==> src/rtl/pattern_detector_pkg.sv <==
// pattern_detector_pkg
//   Shared types and constants for the serial pattern detector.
//   - state_t   : detector FSM state (IDLE, FILL, ARMED)
//   - DEF_CNT_W : default width of the match counter
package pattern_detector_pkg;

    typedef enum logic [1:0] {
        IDLE  = 2'd0,
        FILL  = 2'd1,
        ARMED = 2'd2
    } state_t;

    localparam int unsigned DEF_CNT_W = 16;

endpackage

==> src/rtl/pattern_detector_sat_counter.sv <==
// sat_counter
//   Up-counter that sticks at all-ones instead of wrapping.
//   Ports:
//     clk   - clock, rising edge
//     rstn  - asynchronous active-low reset, clears count
//     clr   - synchronous clear (wins over inc)
//     inc   - increment request
//     count - current count value
module sat_counter #(
    parameter int unsigned WIDTH = 16
) (
    input  logic             clk,
    input  logic             rstn,
    input  logic             clr,
    input  logic             inc,
    output logic [WIDTH-1:0] count
);

    always_ff @(posedge clk or negedge rstn) begin
        if (!rstn) begin
            count <= '0;
        end else if (clr) begin
            count <= '0;
        end else if (inc && (count != '1)) begin
            count <= count + WIDTH'(1);
        end
    end

endmodule

==> src/rtl/pattern_detector.sv <==
// pattern_detector
//   Serial bit-pattern detector with configurable pattern, overlap mode
//   and a saturating match counter.
//   Ports:
//     clk          - clock, rising edge
//     rstn         - asynchronous active-low reset
//     din          - serial data bit
//     din_valid    - qualifies din
//     enable       - detection enable; low freezes history/fill/count
//     cfg_load     - strobe: latch cfg_pattern/cfg_overlap, clear state
//     cfg_pattern  - pattern to detect, MSB is the first-received bit
//     cfg_overlap  - 1 = overlapping matches, 0 = restart after a match
//     dout_mealy   - combinational match pulse on the last pattern bit
//     dout_moore   - dout_mealy delayed by one cycle
//     match_count  - saturating number of matches since reset/cfg_load
//     armed        - FSM is in ARMED
module pattern_detector
    import pattern_detector_pkg::*;
#(
    parameter int unsigned PAT_LEN = 4,
    parameter int unsigned CNT_W   = DEF_CNT_W
) (
    input  logic               clk,
    input  logic               rstn,
    input  logic               din,
    input  logic               din_valid,
    input  logic               enable,
    input  logic               cfg_load,
    input  logic [PAT_LEN-1:0] cfg_pattern,
    input  logic               cfg_overlap,
    output logic               dout_mealy,
    output logic               dout_moore,
    output logic [CNT_W-1:0]   match_count,
    output logic               armed
);

    localparam int unsigned       FILL_W   = $clog2(PAT_LEN);
    localparam logic [FILL_W-1:0] FILL_MAX = FILL_W'(PAT_LEN - 1);

    state_t             state, state_nxt;
    logic [PAT_LEN-1:0] history, history_nxt;
    logic [FILL_W-1:0]  fill, fill_nxt, fill_inc;
    logic [PAT_LEN-1:0] pattern;
    logic               overlap;
    logic               accept;
    logic [PAT_LEN-1:0] window;

    always_comb begin
        accept     = din_valid && enable && !cfg_load;
        window     = {history[PAT_LEN-2:0], din};
        dout_mealy = (state == ARMED) && accept && (window == pattern);
        fill_inc   = (fill == FILL_MAX) ? fill : fill + FILL_W'(1);

        state_nxt   = state;
        history_nxt = history;
        fill_nxt    = fill;

        if (cfg_load) begin
            history_nxt = '0;
            fill_nxt    = '0;
            state_nxt   = enable ? FILL : IDLE;
        end else if (!enable) begin
            state_nxt = IDLE;
        end else begin
            case (state)
                // History and fill stay frozen for the wake-up cycle.
                IDLE: state_nxt = FILL;
                FILL: begin
                    if (accept) begin
                        history_nxt = window;
                        fill_nxt    = fill_inc;
                        if (fill_inc == FILL_MAX) begin
                            state_nxt = ARMED;
                        end
                    end
                end
                ARMED: begin
                    if (accept) begin
                        if (dout_mealy && !overlap) begin
                            history_nxt = '0;
                            fill_nxt    = '0;
                            state_nxt   = FILL;
                        end else begin
                            history_nxt = window;
                            fill_nxt    = fill_inc;
                        end
                    end
                end
                default: state_nxt = IDLE;
            endcase
        end
    end

    always_ff @(posedge clk or negedge rstn) begin
        if (!rstn) begin
            state      <= IDLE;
            history    <= '0;
            fill       <= '0;
            pattern    <= '1;
            overlap    <= 1'b1;
            dout_moore <= 1'b0;
        end else begin
            state      <= state_nxt;
            history    <= history_nxt;
            fill       <= fill_nxt;
            dout_moore <= dout_mealy;
            if (cfg_load) begin
                pattern <= cfg_pattern;
                overlap <= cfg_overlap;
            end
        end
    end

    assign armed = (state == ARMED);

    sat_counter #(
        .WIDTH(CNT_W)
    ) u_count (
        .clk  (clk),
        .rstn (rstn),
        .clr  (cfg_load),
        .inc  (dout_mealy),
        .count(match_count)
    );

endmodule

==> config.mk <==
export PLATFORM = sky130hd
export DESIGN_NAME = pattern_detector
export DESIGN_NICKNAME = d
export VERILOG_FILES = /design/src/rtl/pattern_detector_pkg.sv /design/src/rtl/pattern_detector_sat_counter.sv /design/src/rtl/pattern_detector.sv
export SDC_FILE = /design/constraint.sdc
export NUM_CORES = 1
export LEC_CHECK = 0
export CAP_MARGIN = 10
export CORE_MARGIN = 4
export CORE_UTILIZATION = 50
export DETAILED_ROUTE_END_ITERATION = 8
export PLACE_DENSITY = 0.76
export SETUP_SLACK_MARGIN = 0.5
export SYNTH_ARGS = -nofsm -noshare
export SYNTH_HDL_FRONTEND = slang
export SYNTH_SLANG_ARGS = --single-unit
==> constraint.sdc <==
create_clock -name clk -period 3.1 [get_ports clk]
set_clock_uncertainty 0.1 [all_clocks]
set_input_delay 0.775 -clock clk [delete_from_list [all_inputs] [get_ports clk]]
set_output_delay 0.775 -clock clk [all_outputs]
set_load 0.05 [all_outputs]
==> flow_summary.json <==
{
  "hold_violations": 0,
  "crit_required_ps": 2220,
  "clock_latency_ps": 330,
  "dp.cells": 240,
  "synth_compound_area_share_pct": 3.39,
  "num_vias": 1450,
  "status": "finished, final reports clean",
  "final_design_area_no_fill_mm2": 0.00219,
  "drive_gt1_share_pct": 22.5,
  "vias_per_cell": 5.80,
  "maxSlewViolCount": 0,
  "wl_per_cell_um": 15.3,
  "yosys-top-cells-area": "dfrtp_1, dfstp_2, mux2_2",
  "numPortBuffers": 29,
  "syn_area_mm2": 0.00181,
  "crit_arrival_ps": 1670,
  "ys_async_sr_fraction_pct": 100,
  "timing.final.crit_share_pct": 82.2,
  "setup_viol": 0,
  "clock_tree.htree_level_count": 2,
  "die_y_um": 68.2,
  "synth-simple-area-share_pct": 35.4,
  "synthCells": 175,
  "ys_warn_count": 0,
  "first_pass_iters": 4,
  "synth_edf_count": 0,
  "track_usage_pct": 19.0,
  "nFillCells": 289,
  "seq_area_frac_synth_pct": 40.5,
  "powerDensity_mw_per_mm2": 318,
  "first_global_vias": 1453,
  "synth_top_area_share_pct": 33.2,
  "dp_slack_ps": 185,
  "setup_tns_ps": 0,
  "worst_slew_pin_slew_ps": 663,
  "synth_fa_ha_area_share_pct": 0.692,
  "fp.coreArea_mm2": 0.00342,
  "synth_top_family_by_area": "simple AND/OR/NAND/NOR gates",
  "min_path_type": "reg -> reg",
  "cts_root_buf": "clkbuf_4",
  "grt_max_degree": 46,
  "crit_fanout": 2,
  "ant_nets": 0,
  "synth_commonest_cells": "dfrtp_1, nor2b_1, nor2_1, mux2_2, nand4_1",
  "cts_tree": "built",
  "grt_first_pass_wirelength_mm": 6.53,
  "crit_path_start_kind": "input pin",
  "synth_mux_area_share_pct": 12.4,
  "setup_slack_ps": 552,
  "synthDistinctLibCells": 40,
  "dieArea_mm2": 0.00465,
  "worstSetupPathType": "in -> out",
  "endpoint_kind": "output pin",
  "maxCapViolCount": 0,
  "clockBufferDepth": 2,
  "drc": 0,
  "post-route-min-period_ps": 2550,
  "synth_flop_cell": "dfrtp_1",
  "start_util_pct": 53.0,
  "gr-total-overflow": 0,
  "synth_most_common_cell": "dfrtp_1",
  "finalWirelength_mm": 3.83,
  "clock_sinks": 29,
  "cts_made_buffers": 5,
  "synth_top_cell_by_area": "dfrtp_1",
  "placementRows": 21,
  "irDropWorstVdd_uv": 198,
  "die_w_um": 68.2,
  "post-dp-hpwl_mm": 2.66,
  "relSlewSlack_pct": 55.8,
  "final_cells": 250,
  "rsz0062_at_grt": "no",
  "synthXorXnorAreaFrac_pct": 2.42,
  "num_io_pins": 30,
  "synth_fp_nets": 187,
  "area_growth_pct": 21.1,
  "syn_area_per_cell_um2": 10.3,
  "max_freq_mhz": 392,
  "antenna_found_initial": 0,
  "gp_congestion": 0.776,
  "num_antenna_cells": 0,
  "first_iter_violations": 69,
  "path_clk_slew_ps": 90,
  "post_dp_cell_area_mm2": 0.00211,
  "power_uw": 696,
  "final_nets": 215,
  "leakage_uw": 0.000871,
  "synth-seq-cells": 29
}
[metrics by stage]
| stage | utilization [%] | hold slack (ps) |
|---|---|---|
| 5_1_grt | 64.1 | 486 |
| 4_1_cts | 63.8 | 441 |
| 2_1_floorplan | - | 379 |
| 3_3_place_gp | 61.8 | 403 |
| 3_5_place_dp | 61.8 | 416 |
| 6_report | 64.1 | 439 |
[cell usage in the layout, fill, tap and decap left out, types with 3 or more instances in the layout]
cell and n:
dfrtp_1 24, clkdlybuf4s50_1 23, nor2b_1 16, nor2_1 14, mux2_2 11, nand4_1 10
nor4_2 9, mux2_1 8, nand2_1 6, and3_1 6, buf_4 6, and4_1 5
clkbuf_4 5, dfstp_2 5, nand3_1 4, nand3b_1 4, nand2b_1 4, nor4_1 4
nor3_1 3, clkbuf_1 3
[critical path: stages]
cell	delay, ps
clkdlybuf4s15_1	210
and4bb_4	330
nand2_2	80
nor2_4	130
buf_12	150
[registers in the layout, indices dropped and copies added, names as in the netlist]
name           cells
u_count.count     16
pattern            4
history            3
fill               2
state              2
dout_moore         1
overlap            1
[what timing repair did]
item,in CTS,in global routing
resized for setup,9,4
pin swaps,2,4
setup endpoints to repair,2,1
hold buffers,0,0
buffers inserted,1,1
[path summary, 6_finish.rpt]
| check | start | end | slack, ps | depth (start not counted) |
|---|---|---|---|---|
| worst max-delay path | cfg_load | dout_mealy | 550 | 5 |
| worst min-delay path | fill[0]$_DFFE_PN0P_ | fill[0]$_DFFE_PN0P_ | 440 | 2 |
| worst max register to register | u_count.count[0]$_DFFE_PN0P_ | u_count.count[0]$_DFFE_PN0P_ | 730 | 5 |
| worst min register to register | fill[0]$_DFFE_PN0P_ | fill[0]$_DFFE_PN0P_ | 440 | 2 |
| max in group asynchronous | rstn | overlap$_DFFE_PN1P_ | 1850 | 2 |
| min in group asynchronous | rstn | u_count.count[11]$_DFFE_PN0P_ | 730 | 2 |
[per-layer routing]
layer	wire (um)	global-route usage [%]	part of all wire (%)	up-vias
met1	1670	22.2	44	720
li1	-	-	-	692
met3	151	5.25	3.9	8
met2	1950	31.5	51	30
met5	0	0	0	-
met4	60	9.93	1.6	0
[where the power goes]
part	internal (uW)	switching, uW
Clock	90.2	126
Combinational	34.8	45.0
Sequential	392	7.88
[kinds of logic (layout without fill, tap and decap cells)]
group,Yosys count,count (layout)
and+or+nand+nor,95,95
DFF,29,29
muxes,20,20
buffers and inverters,16,45
AOI/OAI and AO/OA,9,9
xor gates and xnor gates,5,5
adders and majority gates,1,1
[final cells by class]
type,instances,area (um2),area share (%)
sequential,29,732,33.4
timing repair buffer,35,338,15.4
tap,46,57.6,2.63
clock buffer,8,48.8,2.23
inverter,2,7.51,0.343
multi-input combinational,130,1010,46.0
(Power assumes the default switching activity.)
